File: src/rtl/l2_in_arbiter_pkg.sv
// Shared constants and types for the L2 input arbiter: request-buffer op codes,
// issue source encoding, arbiter states and payload widths.
package l2_in_arbiter_pkg;

    localparam int L2_N_REQS = 4;
    localparam int L2_CPU_W  = 64;
    localparam int L2_FWD_W  = 40;
    localparam int L2_RSP_W  = 168;

    localparam logic [2:0] L2_REQS_IDLE       = 3'd0;
    localparam logic [2:0] L2_REQS_LOOKUP     = 3'd1;
    localparam logic [2:0] L2_REQS_PEEK_REQ   = 3'd2;
    localparam logic [2:0] L2_REQS_PEEK_FLUSH = 3'd3;
    localparam logic [2:0] L2_REQS_PEEK_FWD   = 3'd4;

    typedef enum logic [1:0] {
        SRC_RSP   = 2'd0,
        SRC_FWD   = 2'd1,
        SRC_CPU   = 2'd2,
        SRC_FLUSH = 2'd3
    } issue_src_t;

    typedef enum logic [1:0] {
        ST_IDLE  = 2'd0,
        ST_ISSUE = 2'd1,
        ST_BUSY  = 2'd2
    } arb_state_t;

    typedef logic [L2_CPU_W-1:0] cpu_payload_t;
    typedef logic [L2_FWD_W-1:0] fwd_payload_t;
    typedef logic [L2_RSP_W-1:0] rsp_payload_t;

    // Request-buffer op code presented during the ISSUE cycle of a grant.
    function automatic logic [2:0] op_for_src(input issue_src_t src);
        logic [2:0] op;
        case (src)
            SRC_RSP:   op = L2_REQS_LOOKUP;
            SRC_FWD:   op = L2_REQS_PEEK_FWD;
            SRC_CPU:   op = L2_REQS_PEEK_REQ;
            SRC_FLUSH: op = L2_REQS_PEEK_FLUSH;
            default:   op = L2_REQS_IDLE;
        endcase
        return op;
    endfunction

endpackage

File: src/rtl/l2_in_arbiter_skid.sv
// One-entry valid/ready holding buffer; accepts when empty and empties only
// when the downstream consume strobe retires the held item.
module l2_skid_buf #(
    parameter int W = 8
) (
    input  logic         clk,
    input  logic         rst,
    input  logic         in_valid,
    output logic         in_ready,
    input  logic [W-1:0] in_data,
    input  logic         consume,
    output logic         out_valid,
    output logic [W-1:0] out_data
);

    logic         valid_q, valid_d;
    logic [W-1:0] data_q, data_d;

    // Load on transfer, clear on consume; the two never coincide since ready = !valid.
    always_comb begin
        valid_d = valid_q;
        data_d  = data_q;
        if (in_valid && !valid_q) begin
            valid_d = 1'b1;
            data_d  = in_data;
        end else if (consume) begin
            valid_d = 1'b0;
        end else begin
            valid_d = valid_q;
        end
    end

    // Buffer state register.
    always_ff @(posedge clk or negedge rst) begin
        if (!rst) begin
            valid_q <= 1'b0;
            data_q  <= '0;
        end else begin
            valid_q <= valid_d;
            data_q  <= data_d;
        end
    end

    assign in_ready  = !valid_q;
    assign out_valid = valid_q;
    assign out_data  = data_q;

endmodule

File: src/rtl/l2_in_arbiter.sv
// Input stage ahead of the L2 request buffer: buffers rsp/fwd/cpu items, arbitrates
// them with flush, peeks the request buffer and tracks free entries.
module l2_in_arbiter
    import l2_in_arbiter_pkg::*;
#(
    parameter int N_REQS = L2_N_REQS,
    parameter int CPU_W  = L2_CPU_W,
    parameter int FWD_W  = L2_FWD_W,
    parameter int RSP_W  = L2_RSP_W,
    parameter int CNT_W  = $clog2(N_REQS + 1)
) (
    input  logic             clk,
    input  logic             rst,
    input  logic             cpu_valid,
    output logic             cpu_ready,
    input  logic [CPU_W-1:0] cpu_data,
    input  logic             fwd_valid,
    output logic             fwd_ready,
    input  logic [FWD_W-1:0] fwd_data,
    input  logic             rsp_valid,
    output logic             rsp_ready,
    input  logic [RSP_W-1:0] rsp_data,
    input  logic             flush_req,
    input  logic             set_set_conflict_reqs,
    input  logic             clr_set_conflict_reqs,
    input  logic             set_fwd_stall,
    input  logic             clr_fwd_stall,
    input  logic             reqs_alloc,
    input  logic             reqs_retire,
    input  logic             proc_done,
    output logic [2:0]       reqs_op_code,
    output logic             issue_valid,
    output logic [1:0]       issue_src,
    output logic [CPU_W-1:0] issue_cpu,
    output logic [FWD_W-1:0] issue_fwd,
    output logic [RSP_W-1:0] issue_rsp,
    output logic             set_conflict,
    output logic             fwd_stall,
    output logic [CNT_W-1:0] reqs_cnt
);

    arb_state_t       state_q, state_d;
    issue_src_t       grant_q, grant_d, sel_src;
    logic [2:0]       op_code_q, op_code_d;
    logic             issue_valid_q, issue_valid_d;
    logic             set_conflict_q, set_conflict_d;
    logic             fwd_stall_q, fwd_stall_d;
    logic [CNT_W-1:0] reqs_cnt_q, reqs_cnt_d;
    logic             rsp_bv, fwd_bv, cpu_bv, any_elig, done_s, have_entry;

    assign done_s     = (state_q == ST_BUSY) && proc_done;
    assign have_entry = (reqs_cnt_q != {CNT_W{1'b0}});

    l2_skid_buf #(.W(RSP_W)) u_rsp_buf (
        .clk(clk), .rst(rst), .in_valid(rsp_valid), .in_ready(rsp_ready), .in_data(rsp_data),
        .consume(done_s && (grant_q == SRC_RSP)), .out_valid(rsp_bv), .out_data(issue_rsp)
    );
    l2_skid_buf #(.W(FWD_W)) u_fwd_buf (
        .clk(clk), .rst(rst), .in_valid(fwd_valid), .in_ready(fwd_ready), .in_data(fwd_data),
        .consume(done_s && (grant_q == SRC_FWD)), .out_valid(fwd_bv), .out_data(issue_fwd)
    );
    l2_skid_buf #(.W(CPU_W)) u_cpu_buf (
        .clk(clk), .rst(rst), .in_valid(cpu_valid), .in_ready(cpu_ready), .in_data(cpu_data),
        .consume(done_s && (grant_q == SRC_CPU)), .out_valid(cpu_bv), .out_data(issue_cpu)
    );

    // Fixed-priority pick among eligible sources: rsp > fwd > cpu > flush.
    always_comb begin
        sel_src  = SRC_RSP;
        any_elig = 1'b1;
        if (rsp_bv) begin
            sel_src = SRC_RSP;
        end else if (fwd_bv && !fwd_stall_q) begin
            sel_src = SRC_FWD;
        end else if (cpu_bv && !set_conflict_q && have_entry) begin
            sel_src = SRC_CPU;
        end else if (flush_req && have_entry && !cpu_bv) begin
            sel_src = SRC_FLUSH;
        end else begin
            any_elig = 1'b0;
        end
    end

    // Grant FSM: IDLE picks, ISSUE peeks the buffer for one cycle, BUSY waits for proc_done.
    always_comb begin
        state_d       = state_q;
        grant_d       = grant_q;
        op_code_d     = L2_REQS_IDLE;
        issue_valid_d = issue_valid_q;
        case (state_q)
            ST_IDLE: begin
                if (any_elig) begin
                    grant_d   = sel_src;
                    op_code_d = op_for_src(sel_src);
                    state_d   = ST_ISSUE;
                end else begin
                    state_d = ST_IDLE;
                end
            end
            ST_ISSUE: begin
                if ((grant_q == SRC_FWD) && set_fwd_stall) begin
                    state_d = ST_IDLE;
                end else if ((grant_q == SRC_CPU) && set_set_conflict_reqs) begin
                    state_d = ST_IDLE;
                end else begin
                    state_d       = ST_BUSY;
                    issue_valid_d = 1'b1;
                end
            end
            ST_BUSY: begin
                if (proc_done) begin
                    state_d       = ST_IDLE;
                    issue_valid_d = 1'b0;
                end else begin
                    state_d = ST_BUSY;
                end
            end
            default: begin
                state_d       = ST_IDLE;
                issue_valid_d = 1'b0;
            end
        endcase
    end

    // Stall flags: set only by a rejected peek, which overrides a same-cycle clear.
    always_comb begin
        fwd_stall_d    = fwd_stall_q;
        set_conflict_d = set_conflict_q;
        if ((state_q == ST_ISSUE) && (grant_q == SRC_FWD) && set_fwd_stall) begin
            fwd_stall_d = 1'b1;
        end else if (reqs_retire || clr_fwd_stall) begin
            fwd_stall_d = 1'b0;
        end else begin
            fwd_stall_d = fwd_stall_q;
        end
        if ((state_q == ST_ISSUE) && (grant_q == SRC_CPU) && set_set_conflict_reqs) begin
            set_conflict_d = 1'b1;
        end else if (reqs_retire || clr_set_conflict_reqs) begin
            set_conflict_d = 1'b0;
        end else begin
            set_conflict_d = set_conflict_q;
        end
    end

    // Free-entry count; out-of-range updates saturate rather than wrap.
    always_comb begin
        reqs_cnt_d = reqs_cnt_q;
        if (reqs_alloc && !reqs_retire) begin
            if (have_entry) begin
                reqs_cnt_d = reqs_cnt_q - CNT_W'(1);
            end else begin
                reqs_cnt_d = reqs_cnt_q;
            end
        end else if (reqs_retire && !reqs_alloc) begin
            if (reqs_cnt_q != CNT_W'(N_REQS)) begin
                reqs_cnt_d = reqs_cnt_q + CNT_W'(1);
            end else begin
                reqs_cnt_d = reqs_cnt_q;
            end
        end else begin
            reqs_cnt_d = reqs_cnt_q;
        end
    end

    // Arbiter state registers.
    always_ff @(posedge clk or negedge rst) begin
        if (!rst) begin
            state_q        <= ST_IDLE;
            grant_q        <= SRC_RSP;
            op_code_q      <= L2_REQS_IDLE;
            issue_valid_q  <= 1'b0;
            set_conflict_q <= 1'b0;
            fwd_stall_q    <= 1'b0;
            reqs_cnt_q     <= CNT_W'(N_REQS);
        end else begin
            state_q        <= state_d;
            grant_q        <= grant_d;
            op_code_q      <= op_code_d;
            issue_valid_q  <= issue_valid_d;
            set_conflict_q <= set_conflict_d;
            fwd_stall_q    <= fwd_stall_d;
            reqs_cnt_q     <= reqs_cnt_d;
        end
    end

    assign reqs_op_code = op_code_q;
    assign issue_valid  = issue_valid_q;
    assign issue_src    = grant_q;
    assign set_conflict = set_conflict_q;
    assign fwd_stall    = fwd_stall_q;
    assign reqs_cnt     = reqs_cnt_q;

endmodule

File: config.mk
export PLATFORM = sky130hd
export DESIGN_NAME = l2_in_arbiter
export DESIGN_NICKNAME = d
export VERILOG_FILES = /design/src/rtl/l2_in_arbiter_pkg.sv /design/src/rtl/l2_in_arbiter_skid.sv /design/src/rtl/l2_in_arbiter.sv
export SDC_FILE = /design/constraint.sdc
export NUM_CORES = 1
export LEC_CHECK = 0
export ABC_AREA = 1
export CORE_AREA = 2 2 220 222
export CTS_BUF_LIST = sky130_fd_sc_hd__clkbuf_8
export DETAILED_ROUTE_END_ITERATION = 12
export DIE_AREA = 0 0 222 224
export HOLD_SLACK_MARGIN = 0.15
export PLACE_DENSITY = 0.51
export SETUP_SLACK_MARGIN = 0.5
export SYNTH_ARGS = -nofsm -noshare
export SYNTH_HDL_FRONTEND = slang
export SYNTH_HIERARCHICAL = 1
export SYNTH_SLANG_ARGS = --single-unit
File: constraint.sdc
create_clock -name clk -period 3.7 [get_ports clk]
set_input_delay 0.74 -clock clk [delete_from_list [all_inputs] [get_ports clk]]
set_output_delay 0.74 -clock clk [all_outputs]
set_load 0.05 [all_outputs]
==> results.sh <==
export IMPL_routed_via_density=4.37
export IMPL_first_pass_iters=6
export IMPL_numPortBuffers=570
export IMPL_clock_tree_buffer_depth=3
export IMPL_yosysUniqueCellTypes=29
export IMPL_clk_pin_slew_ns=0.06
export IMPL_core_sq_mm=0.0473
export IMPL_wire_per_inst_um=18.0
export IMPL_ant_nets=0
export IMPL_crit_fanout=21
export IMPL_ios=571
export IMPL_power_density_mw_per_mm2=1040
export IMPL_async_flop_share=1.00
export IMPL_yosys_top_cells_area="dfrtp_1 60%, nand2_1 16%, nand3_1 12%, nand2_2 2.9%, buf_4 1.9%"
export IMPL_reg2reg_slack_ns=1.37
export IMPL_cts_sinks=288
export IMPL_grt_max_degree=137
export IMPL_hpwl_um=31200
export IMPL_cts_tree="done"
export IMPL_grt_usage=0.176
export IMPL_fmax_mhz=352
export IMPL_rsz0062_at_grt="false"
export IMPL_slew_viol_final=0
export IMPL_clkLatencyLatePin_ns=0.62
export IMPL_postLayoutCellArea_sq_mm=0.0189
export IMPL_drc=0
export IMPL_worstPathArrival_ns=2.10
export IMPL_finalSetupTns_ns=0
export IMPL_synth_most_common_cell="nand2_1"
export IMPL_slew_headroom=0.287
export IMPL_dpl_cell_area_sq_mm=0.0179
export IMPL_outcome="finished clean"
export IMPL_synth_seq_cells=288
export IMPL_final_hold_viol_count=0
export IMPL_synth_edf_count=0
export IMPL_ys_top_cells_by_count="519 x nand2_1, 287 x dfrtp_1, 276 x nand3_1"
export IMPL_layout_nets=2123
export IMPL_drt_iter0_markers=652
export IMPL_yosys_area_top_type="dfrtp_1"
export IMPL_h_tree_depth=2
export IMPL_worstRegToRegCells=5
export IMPL_synth_area_sq_mm=0.0120
export IMPL_switching_share=0.510
export IMPL_cp_required_ns=2.96
export IMPL_drive_above_1_share=0.0846
export IMPL_die_h_um=224
export IMPL_numCtsBuffers=53
export IMPL_p_seq_frac=0.280
export IMPL_peakVddDrop_v=0.000497
export IMPL_p_leak_nw=9.08
export IMPL_fin_skew_ns=0.0130
export IMPL_grt_pass1_wl_um=67400
export IMPL_r2r_start="u_cpu_buf/out_valid"
export IMPL_die_area_sq_mm=0.0497
export IMPL_grt_ovfl_total=0
export IMPL_synth_top_area_share=0.601
export IMPL_cp_end_kind="output pin"
export IMPL_ctsRootBufferMaster="clkbuf_8"
export IMPL_worst_slew_pin_slew_ns=1.07
export IMPL_grt_pass1_vias=10900
export IMPL_hold_path_class="primary input to asynchronous set/reset pin"
export IMPL_start_util=0.253
export IMPL_synth_nets=1574
export IMPL_syn_inst=1284
export IMPL_area_growth_pct=57.9
export IMPL_yosysSeqAreaShare=0.603
export IMPL_reg2reg_to="u_cpu_buf/out_data[62]"
export IMPL_antenna_found_initial=2
export IMPL_num_vias=10900
export IMPL_max_cap_violations=0
export IMPL_ys_flop_type="dfrtp_1"
export IMPL_p_sw_mw=10.0
export IMPL_power_internal_mw=9.63
export IMPL_startpoint_type="flop"
export IMPL_yosys_warnings=6
export IMPL_clkPwrFrac=0.147
export IMPL_die_w_um=222
export IMPL_drt_total_wl_um=44800
export IMPL_fin_crit_sh=0.768
export IMPL_avgSynthCellArea_sq_um=9.31
export IMPL_finalSetupViolCount=0
export IMPL_rows=80
export IMPL_place_congestion=0.795
export IMPL_crit_type="flop to output pin"
export IMPL_period_needed_ns=2.84
export IMPL_power_frac_comb=0.573
## placed cells by master, fill, tap and decap left out, drive strengths merged
cell,synthesis,final
a21oi,3,3
ha,4,4
nand2,577,577
buf,85,16
nor3,2,2
diode,0,1
inv,24,46
dlygate4sd2,0,1
clkdlybuf4s50,0,566
nor2,9,9
dfstp,1,1
clkinvlp,0,1
clkbuf,4,64
dfrtp,287,287
clkinv,0,3
o31ai,2,2
nand4,2,2
nand3,276,276
o21ai,6,6
xnor2,1,1
fa,1,1
## timing repair
item,in CTS,in global routing
setup buffers,0,0
hold buffers,0,0
gates resized for setup,1,0
setup endpoints to repair,1,0
## worst max path at each step
stage                        start     endpoint  slack [ns]  cells after the start
2_1_floorplan          reqs_retire  reqs_cnt[2]        2.05                      7
3_3_place_gp   u_fwd_buf/out_valid    fwd_ready        1.19                      2
3_5_place_dp   u_fwd_buf/out_valid    fwd_ready        1.20                      2
4_1_cts        u_rsp_buf/out_valid    rsp_ready        0.77                      2
5_1_grt        u_rsp_buf/out_valid    rsp_ready        0.76                      2
6_report       u_rsp_buf/out_valid    rsp_ready        0.86                      2
## critical path: stages, from the launching register on
cell and delay [ns]:
dfrtp_1 0.46, inv_6 0.20, clkdlybuf4s50_1 0.83
## flip-flops by register name, summed over array words and instances, names as in the netlist, 2 cells and up
signal / flops
u_rsp_buf/out_data: 168
u_cpu_buf/out_data: 64
u_fwd_buf/out_data: 40
reqs_cnt: 3
reqs_op_code: 3
issue_src: 2
state_q: 2
## kinds of logic after synthesis
group           share of synthesized area
buf+inv                            0.0682
fa+ha+maj                         0.00586
simple gates                        0.315
xor+xnor                         0.000733
flops                               0.603
compound gates                    0.00691
## layout make-up
type                       count  area, sq um
multi-input combinational    883         3950
inverter                      24         97.6
sequential                   288         7210
clock buffer                  64          881
antenna                        1         2.50
timing repair buffer         583         5870
tap                          615          769
fill                        4853        28500
clock inverter                26          109
## through the flow
| stage | util | cells | power, mW | hold slack (ns) | setup WS [ns] |
|---|---|---|---|---|---|
| after detailed placement | 0.378 | 2393 | 16.9 | 0.457 | 1.20 |
| after global placement | 0.378 | 2393 | 16.8 | 0.453 | 1.19 |
| after floorplan | - | 1284 | 12.7 | 0.444 | 2.05 |
| after CTS | 0.399 | 2483 | 19.9 | 0.169 | 0.769 |
| final | 0.399 | 2484 | 19.6 | 0.165 | 0.859 |
| after global routing | 0.399 | 2484 | 20.7 | 0.183 | 0.758 |
## power by group through the flow
stage	sequential [mW]	clock, mW	combinational [mW]
6_report	5.50	2.88	11.3
5_1_grt	5.70	3.16	11.8
4_1_cts	5.51	3.03	11.4
3_5_place_dp	5.53	0	11.4
3_3_place_gp	5.49	0	11.3
2_1_floorplan	10.6	0	2.14
## layer usage
layer	track usage	up-vias	wire length, um
met1	0.208	5156	18000
met5	0	-	0
met2	0.288	429	21100
met4	0.0610	0	1360
li1	-	5199	-
met3	0.0735	75	4380
(Power assumes the default switching activity.)
